`src/rtl/xor_gate_pkg.sv`:
```
// Shared constants and mode encoding for the xor_gate block.
// Holds default widths and the XOR/XNOR mode enum selected by INVERT.
// No logic; imported by the top and the edge detector.
package xor_gate_pkg;

  localparam int DEF_WIDTH = 1;
  localparam int DEF_CNT_W = 16;

  typedef enum logic {
    MODE_XOR  = 1'b0,
    MODE_XNOR = 1'b1
  } mode_e;

  // Maps the integer INVERT parameter onto the mode enum.
  function automatic mode_e mode_from_invert(input int invert);
    return (invert != 0) ? MODE_XNOR : MODE_XOR;
  endfunction

endpackage

```
`src/rtl/xor_gate_edge_det.sv`:
```
// Per-bit rising/falling edge detector on a registered input vector.
// Ports: clk, rst_n (async active-low), d (vector to watch), rise/fall (one-cycle pulses).
// Pulses are valid in the cycle d holds its new value; no backpressure.
module xor_gate_edge_det
  import xor_gate_pkg::*;
#(
  parameter int WIDTH = DEF_WIDTH
) (
  input  logic             clk,
  input  logic             rst_n,
  input  logic [WIDTH-1:0] d,
  output logic [WIDTH-1:0] rise,
  output logic [WIDTH-1:0] fall
);

  // One-cycle-delayed copy of d. Its reset value of 0 acts as the prior
  // state, so a 1 captured right after reset shows up as a rising edge.
  logic [WIDTH-1:0] d_q;

  always_ff @(posedge clk or negedge rst_n) begin
    if (!rst_n) begin
      d_q <= '0;
    end else begin
      d_q <= d;
    end
  end

  // d is itself a register output, so these are glitch-free and both
  // collapse to 0 the moment reset clears d and d_q.
  assign rise = d & ~d_q;
  assign fall = ~d & d_q;

endmodule

```
`src/rtl/xor_gate.sv`:
```
// Bitwise XOR/XNOR with a registered copy, per-bit edge pulses and a saturating toggle counter.
// Ports: clk, rst_n, a, b, clr in; y (combinational), y_q (1 cycle), y_rise/y_fall, toggle_cnt out.
// y has zero latency; y_q one cycle; toggle_cnt counts cycles with any edge pulse, clr wins.
module xor_gate
  import xor_gate_pkg::*;
#(
  parameter int WIDTH  = DEF_WIDTH,
  parameter int INVERT = 0,
  parameter int CNT_W  = DEF_CNT_W
) (
  input  logic             clk,
  input  logic             rst_n,
  input  logic [WIDTH-1:0] a,
  input  logic [WIDTH-1:0] b,
  input  logic             clr,
  output logic [WIDTH-1:0] y,
  output logic [WIDTH-1:0] y_q,
  output logic [WIDTH-1:0] y_rise,
  output logic [WIDTH-1:0] y_fall,
  output logic [CNT_W-1:0] toggle_cnt
);

  localparam mode_e            MODE    = mode_from_invert(INVERT);
  localparam logic [CNT_W-1:0] CNT_MAX = {CNT_W{1'b1}};

  logic any_edge;

  // Pure function of a and b: unaffected by clk, rst_n or clr.
  assign y = (MODE == MODE_XNOR) ? ~(a ^ b) : (a ^ b);

  always_ff @(posedge clk or negedge rst_n) begin
    if (!rst_n) begin
      y_q <= '0;
    end else begin
      y_q <= y;
    end
  end

  xor_gate_edge_det #(
    .WIDTH (WIDTH)
  ) u_edge_det (
    .clk   (clk),
    .rst_n (rst_n),
    .d     (y_q),
    .rise  (y_rise),
    .fall  (y_fall)
  );

  assign any_edge = |(y_rise | y_fall);

  // Saturating counter; clr takes priority over a coincident increment.
  always_ff @(posedge clk or negedge rst_n) begin
    if (!rst_n) begin
      toggle_cnt <= '0;
    end else if (clr) begin
      toggle_cnt <= '0;
    end else if (any_edge && (toggle_cnt != CNT_MAX)) begin
      toggle_cnt <= toggle_cnt + 1'b1;
    end
  end

endmodule

```
`config.mk`:
```
export PLATFORM = sky130hd
export DESIGN_NAME = xor_gate
export DESIGN_NICKNAME = d
export VERILOG_FILES = /design/src/rtl/xor_gate_pkg.sv /design/src/rtl/xor_gate_edge_det.sv /design/src/rtl/xor_gate.sv
export SDC_FILE = /design/constraint.sdc
export NUM_CORES = 1
export LEC_CHECK = 0
export CORE_MARGIN = 2
export CORE_UTILIZATION = 40
export DETAILED_ROUTE_END_ITERATION = 7
export GPL_TIMING_DRIVEN = 0
export HOLD_SLACK_MARGIN = 0.06
export PLACE_DENSITY = 0.73
export SLEW_MARGIN = 20
export SYNTH_ARGS = -nofsm -noshare
export SYNTH_HDL_FRONTEND = slang
export SYNTH_SLANG_ARGS = --single-unit
```
`constraint.sdc`:
```
create_clock -name clk -period 2.28 [get_ports clk]
set_clock_uncertainty 0.05 [all_clocks]
set_input_delay 0.228 -clock clk [delete_from_list [all_inputs] [get_ports clk]]
set_output_delay 0.228 -clock clk [all_outputs]
set_load 0.01 [all_outputs]
```
==> Word level (Yosys, flattened, before mapping) <==
Cells that the tools add are included.
{ "classes": {"addsub": 1, "n_mul": 0, "n_div": 0, "order_cmp": 0, "n_eq_ne": 1, "shifts": 0, "muxes": 2, "n_bitwise": 6, "reduce_logical": 2} }
{ "op_table": {"columns": ["operator", "count"], "rows": [
  ["two-way mux 16 bit", 2],
  ["adder 16 x 1 -> 16 bit, second input constant", 1],
  ["!= test 16 bit, second input constant", 1],
  ["AND 1 bit", 2],
  ["inverter 1 bit", 2],
  ["nonzero test 2 bit", 1],
  ["logical AND 1 bit", 1],
  ["bitwise OR 1 bit", 1],
  ["XOR 1 bit", 1]
]} }
{ "word_totals": {"reg_bits": 18, "latch_bits": 0, "ramBits": 0, "romBits": 0, "in_bits": 5, "output_inout_bits": 20, "word_cells": 15, "n_memories": 0} }

==> Logic depth before layout (Yosys ltp) <==
Gate-level depths: netlist (run 1).
{ "depth": {"depth_word": 6, "depth_mapped": 6, "mapped_depth_nobuf": 6} }

==> Modules after synthesis <==
From an unflattened synthesis (run 1), not the netlist that was laid out.
{ "unflattened": {"hier_cells": 105, "area_unflattened_um2": 1029.7} }
{ "modules_own_cells": {"columns": ["mod", "instances", "cells_each", "area_per_inst_um2", "seq_area_each_um2"], "rows": [
  ["xor_gate", 1, 102, 989.7, 425.4],
  ["xor_gate_edge_det", 1, 3, 40.0, 25.0]
]} }

==> Worst setup path after synthesis (run 1) <==
Ideal clock, no wire load.
{ "synth_path": {"kind": "register to register", "from": "register y_q", "to": "register toggle_cnt[13]", "t_arrival_ns": 1.902, "t_required_ns": 2.105, "slack_ns": 0.203, "stages_incl_launch_ff": 6, "path_buffers": 0, "synth_period_minus_slack_ns": 2.077, "path_cell_list": "dfrtp_1 inv_1 ha_1 or4b_4 nor4_1 mux2_2"} }
{ "synth_via": {"elab_chain_len": 5, "elab_cells_between_ends": 6} }
{ "synth_lines": {"columns": ["element", "line_no", "rtl"], "rows": [
  ["from (decl)", "xor_gate.sv:17", "output logic [WIDTH-1:0] y_q,"],
  ["from (signal assigned)", "xor_gate.sv:35", "y_q <= y;"],
  ["inverter 1 bit", "xor_gate_edge_det.sv:31", "assign fall = ~d & d_q;"],
  ["AND 1 bit", "xor_gate_edge_det.sv:31", null],
  ["bitwise OR 1 bit (*)", "xor_gate.sv:49", "assign any_edge = |(y_rise | y_fall);"],
  ["logical AND 1 bit (*)", "xor_gate.sv:57", "end else if (any_edge && (toggle_cnt != CNT_MAX)) begin"],
  ["nonzero test 2 bit (no line) (*)", null, null],
  ["to (signal assigned)", "xor_gate.sv:58", "toggle_cnt <= toggle_cnt + 1'b1;"],
  ["to (decl)", "xor_gate.sv:20", "output logic [CNT_W-1:0] toggle_cnt"]
]} }
Every way passes the cells marked *; elsewhere a longest branch is shown, timed or not.
A chain may end at the register's enable or synchronous reset.

==> Worst setup path after layout (run 1) <==
Same ends and word-level chain as after synthesis.

==> metrics.txt, run 1 <==
final hold vios=0; first-pass GRT wire length=3795 um; final instance area=1350 um^2; RSZ-0062 raised after global routing=false; P_sw=169.2 uW; clock share of power=0.314; cell internal pwr=474.4 uW; Seq/Total Area, Yosys=0.4374; status=complete, no violations; H-tree depth=1; # clock sinks=18; final setup fails=0; setup TNS=0 ps; DIE HEIGHT=54.74 um; GRT busiest layer=met2; antenna violations before repair=0; I/O Pins=25; layout cells sized above 1=0.1045; DR DRC count=0; Die Wd=54.74 um; Yosys cell types=34; Post-CTS Repair Setup Buffers=0; Initial Util=0.4195; Final Cycle Share=0.9437; Post-Synth Simple-Gate Area=0.3196; DRC violation total after the first TritonRoute iteration=24; die area=2996 um^2; pwr dens=476.7 nW/um^2; Yosys reg bits=18; largest fanout on the critical path=6; met1 GRT Util=0.2308; number of buffers inserted by port buffering=24; multiplexer share of the synthesized area=0.04253; adder-cell share of the synthesized area=0.03645; Critical Path AT=2300 ps; WHS=329.3 ps; main combinational cell family by area after synthesis=simple AND/OR/NAND/NOR gates; Clk Latency, worst-skew pair=300 ps; Leakage=0.0005152 uW; Net count, final=143; Total Routing Usage GR=0.1807; asr flop ratio synth=1.000; kind of start point of the critical path=flip-flop; Reg power frac=0.530; CTS root buffer=clkbuf_4; Worst EP required=2430 ps; Mapped Cells=106; Comb pwr share=0.156; largest net degree at the start of global routing=19; CTS buffer count=3; Via density=5.774; Synth Net Count=114; placed wire-length estimate=1685 um; syn avg cell area=9.715 um^2; FF-to-FF setup slack=130 ps; vias in the first global route=868; global route overflow=0; worst hold path class=in2async; number of diodes=0; RD Place Congestion=0.8153; Max clock buf depth=2; core area=2455 um^2; GR Util met2=0.2857; Slowest-stage cell, CP=or4b_4; Critical Path Sink Type=flip-flop; Post-synth top flop=dfrtp_1; Final ANT Viol Nets=0; WS Path Type=reg2reg; WL/cell=14.15 um; worst slew pin tran=802.7 ps; max cap viols=0; Synth Area in Compound Gates=0.1264; Total Power=643.6 uW; Synth Area in XOR/XNOR=0.008505; Slowest Stage Delay on Critical Path=600 ps; achievable frequency=464.8 MHz; DR vias=947; Routed WL=2321 um; Worst-path clk slew=110 ps; CTS resizes=0; Core Rows=18; Sw Share=0.2628; Area Growth Syn to Fin=31.11%; Rel. slew slack=0.4632; Slew Viols, Final=0; min cycle time layout=2152 ps; DR pass1 iterations=4; crit-path cells=inv_1 -> ha_1 -> or4b_4 -> nor4_2 -> mux2_2; TritonCTS clock tree=done; Peak VDD IR=0.0004082 V; Cell Area, Synth=1030 um^2; post-layout util=0.5499; number of synthesis warnings=0; hold_buf cts=0; post-placement cell area=1308 um^2; Post-synth EDFFs=0; routing usage on met3=0.03552
## kinds of logic (layout without fill, tap and decap cells)
group / after synthesis / in the layout
adders and majority gates: 3 / 3
AOI/OAI and AO/OA: 20 / 20
DFF: 18 / 18
xor gates and xnor gates: 1 / 1
buffers and inverters: 8 / 36
and+or+nand+nor: 52 / 52
muxes: 4 / 4
## sequential cells by signal, summed over array words and instances (netlist names)
| name | count |
|---|---|
| toggle_cnt | 16 |
| u_edge_det.d_q | 1 |
| y_q | 1 |
## critical path, delay by kind of cell (launching register included)
kind / cells / cell delay [ps]
adder cells (fa/ha/maj): 1 / 350
buffers and inverters: 1 / 60
flip-flops: 1 / 400
multiplexers: 1 / 370
AND/OR/NAND/NOR: 2 / 820
## cell usage in the layout (no fill, tap or decap), types with 2 or more instances in the layout
cell             instances
mux2_2                   3
or4_1                    3
inv_1                    5
dfrtp_1                 18
clkbuf_4                 3
nor3_1                   4
nand2_1                  6
nand3_1                  3
nand2b_1                 2
o31ai_1                  5
o21ai_0                  2
nor2_1                  10
clkdlybuf4s50_1         24
nand4_1                  3
a21oi_1                  7
clkbuf_1                 3
nor4_2                   2
and3_1                   2
nor2b_1                  4
nor4_1                   2
or3_1                    4
a211oi_1                 2
ha_1                     3
## cell usage after synthesis, types with 2 or more instances
cell / instances / area (um^2)
a211oi_1: 2 / 15.01
a21oi_1: 7 / 35.03
and3_1: 2 / 12.51
clkbuf_1: 3 / 11.26
dfrtp_1: 18 / 450.4
ha_1: 3 / 37.54
inv_1: 5 / 18.77
mux2_2: 3 / 33.78
nand2_1: 6 / 22.52
nand2b_1: 2 / 12.51
nand3_1: 3 / 15.01
nand4_1: 3 / 18.77
nor2_1: 10 / 37.54
nor2b_1: 4 / 25.02
nor3_1: 4 / 20.02
nor4_1: 3 / 18.77
o21ai_0: 2 / 10.01
o31ai_1: 5 / 37.54
or3_1: 4 / 25.02
or4_1: 3 / 22.52
## final timing paths
path | startpoint | endpoint | cells after the start
min in group clk | y_q | u_edge_det.d_q | 0
max in group asynchronous | rst_n | toggle_cnt[1] | 1
min | rst_n | toggle_cnt[14] | 1
max reg2reg | y_q | toggle_cnt[13] | 5
min reg2reg | y_q | u_edge_det.d_q | 0
max | y_q | toggle_cnt[13] | 5
## layout make-up
cell class                      instances  area (um^2)
Inverter                                5        18.77
Sequential cell                        18        450.4
Timing Repair Buffer                   24        240.2
Buffer                                  3        11.26
Clock buffer                            4        36.28
Tap cell                               30        37.54
Multi-Input combinational cell         80        555.5
Fill cell                             221         1105
## through the flow
| step | cells | setup WS [ps] |
|---|---|---|
| final | 164 | 128.4 |
| after floorplan | 106 | 202.9 |
| after detailed placement | 160 | 28.54 |
| after global placement | 160 | 146.7 |
| after global routing | 164 | 80.61 |
| after CTS | 164 | 23.95 |
## routing by layer
metal	part of all wire	vias to the layer above
met5	0	-
met4	0.018	0
met3	0.028	5
met2	0.49	20
met1	0.47	465
li1	-	457
## power by group through the flow
stage	clock, uW	sequential, uW	combinational, uW
final	202	341	100
after global routing	221	343	111
after CTS	204	341	102
after detailed placement	0	347	101
after global placement	0	346	98.7
after floorplan	0	349	45.7
(Power assumes the default switching activity.)
==> run 2, diff against run 1 <==
CAP_MARGIN = 10   (was not set)
REMOVE_ABC_BUFFERS = 1   (was not set)
==> metrics.txt, run 2 (synthesis gave the netlist of run 1 again) <==
status=complete, no violations (unchanged); FF-to-FF setup slack=130 ps (about the same); largest net degree at the start of global routing=21 (was 19); Via density=5.720 (was 5.774); CTS root buffer=clkbuf_4 (unchanged); P_sw=163.1 uW (was 169.2 uW); die area=2996 um^2 (unchanged); Placement Setup Slack=-56.14 ps (was 28.54 ps); final hold vios=0 (unchanged); CTS buffer count=3 (unchanged); cell internal pwr=474.7 uW (was 474.4 uW); Slew Viols, Final=0 (unchanged); achievable frequency=465.5 MHz (was 464.8 MHz); RSZ-0062 raised after global routing=false (unchanged); I/O Pins=25 (unchanged); commonest non-fill, non-tap cell in the layout=clkdlybuf4s50_1 (unchanged); WL/cell=14.16 um (was 14.15 um); Slowest-stage cell, CP=or4b_4 (unchanged); Comb pwr share=0.157 (was 0.156); final instance area=1341 um^2 (was 1350 um^2); Final ANT Viol Nets=0 (unchanged); post-route setup slack=131.7 ps (was 128.4 ps); Critical R2R Launch=y_q (unchanged); Leakage=0.0005100 uW (was 0.0005152 uW); Clk Latency, worst-skew pair=290 ps (was 300 ps); FF-to-FF path depth=5 (unchanged); Initial Util=0.4195 (unchanged); most flop-heavy register=toggle_cnt (unchanged); Largest regs=toggle_cnt: 16 flops, u_edge_det.d_q: 1 flops, y_q: 1 flops (unchanged); # clock sinks=18 (unchanged); placed wire-length estimate=1638 um (was 1685 um); largest fanout on the critical path=14 (was 6); clock share of power=0.308 (was 0.314); Peak VDD IR=0.0003703 V (was 0.0004082 V); DR pass1 iterations=4 (unchanged); kind of start point of the critical path=flip-flop (unchanged); max FFs per register=16 (unchanged); pwr dens=475.5 nW/um^2 (was 476.7 nW/um^2); layout cells sized above 1=0.1145 (was 0.1045); commonest cells after routing, fill and taps aside=clkdlybuf4s50_1 (24), dfrtp_1 (18), nor2_1 (10) (unchanged); Total Power=637.8 uW (was 643.6 uW); Core Rows=18 (unchanged); Critical Path AT=2310 ps (was 2300 ps); global route overflow=0 (unchanged); post-placement cell area=1296 um^2 (was 1308 um^2); Max clock buf depth=2 (unchanged); Worst EP required=2440 ps (was 2430 ps); WHS=345.4 ps (was 329.3 ps); Final Cycle Share=0.9422 (was 0.9437); Post-CTS Repair Setup Buffers=0 (unchanged); DRC violation total after the first TritonRoute iteration=21 (was 24); max cap viols=0 (unchanged); Critical Path Sink Type=flip-flop (unchanged); H-tree depth=1 (unchanged); Reg power frac=0.535 (was 0.530); number of buffers inserted by port buffering=24 (unchanged); vias in the first global route=889 (was 868); worst slew pin tran=814.3 ps (was 802.7 ps); min cycle time layout=2148 ps (was 2152 ps); Total Routing Usage GR=0.1792 (was 0.1807); Rel. slew slack=0.4554 (was 0.4632); RD Place Congestion=0.8283 (was 0.8153); core area=2455 um^2 (unchanged); DR vias=921 (was 947); Routed WL=2279 um (was 2321 um); DR DRC count=0 (unchanged); WS Path Type=reg2reg (unchanged); worst hold path class=in2async (unchanged); crit-path cells=inv_1 -> ha_2 -> or4b_4 -> or4_1 -> a21oi_1 (was inv_1 -> ha_1 -> or4b_4 -> nor4_2 -> mux2_2); Worst-path clk slew=110 ps (about the same); Sw Share=0.2557 (was 0.2628); RR Endpoint=toggle_cnt[11] (was toggle_cnt[13]); Die Wd=54.74 um (unchanged); DIE HEIGHT=54.74 um (unchanged); TritonCTS clock tree=done (unchanged); Area Growth Syn to Fin=30.26% (was 31.11%); Net count, final=140 (was 143); first-pass GRT wire length=3864 um (was 3795 um); number of diodes=0 (unchanged); antenna violations before repair=0 (unchanged); Slowest Stage Delay on Critical Path=610 ps (was 600 ps); final setup fails=0 (unchanged)
run 2: cell count changes in the layout (fill, tap and decap cells not counted):
| cell | delta |
|---|---|
| clkbuf_1 | -3 |
| ha_1 | -1 |
| ha_2 | +1 |
run 2: area by class of cell:
class,instances,area [um^2]
Clock buffer,4,36.28
Tap cell,30,37.54
Multi-Input combinational cell,80,558.0
Timing Repair Buffer,24,240.2
Fill cell,218,1114
Inverter,5,18.77
Sequential cell,18,450.4
run 2: how the worst max path moves through the flow:
| stage | slack, ps | cells past startpoint | endpoint | from |
|---|---|---|---|---|
| after global routing | 40 | 5 | toggle_cnt[11] | y_q |
| after detailed placement | -60 | 5 | toggle_cnt[13] | y_q |
| after global placement | 2 | 5 | toggle_cnt[13] | y_q |
| after CTS | 40 | 5 | toggle_cnt[13] | y_q |
| final | 130 | 5 | toggle_cnt[11] | y_q |
| after floorplan | 100 | 5 | toggle_cnt[13] | y_q |
run 2: power by group through the flow:
stage	clock [uW]	sequential [uW]	combinational [uW]
2_1_floorplan	0	349	40.5
3_3_place_gp	0	346	96.1
3_5_place_dp	0	347	98.6
4_1_cts	202	341	101
5_1_grt	216	344	109
6_report	196	341	100
run 2: per-layer routing:
layer  vias to the layer above  wire length, um  GRT usage
li1                        448                -          -
met1                       449             1012     0.2377
met5                         -                0          0
met2                        22             1158     0.2877
met4                         0               20    0.07500
met3                         2               87    0.02732
run 2: per-stage QoR:
| stage | cells | TNS (ps) | utilization |
|---|---|---|---|
| floorplan | 103 | 0 | - |
| global placement | 157 | 0 | 0.5280 |
| detailed placement | 157 | -56.14 | 0.5280 |
| CTS | 161 | 0 | 0.5438 |
| global route | 161 | 0 | 0.5464 |
| finish | 161 | 0 | 0.5464 |
run 2: critical path, delay by kind of cell, from the launching register on:
family | cells | cell delay [ps]
simple gates | 2 | 1030
fa+ha+maj | 1 | 350
compound gates | 1 | 160
flops | 1 | 420
buf+inv | 1 | 70
run 2: what timing repair did:
item	4_1_cts	5_1_grt
setup endpoints to repair	1	1
resized for setup	1	1
hold buffers	0	0
cloned	0	0
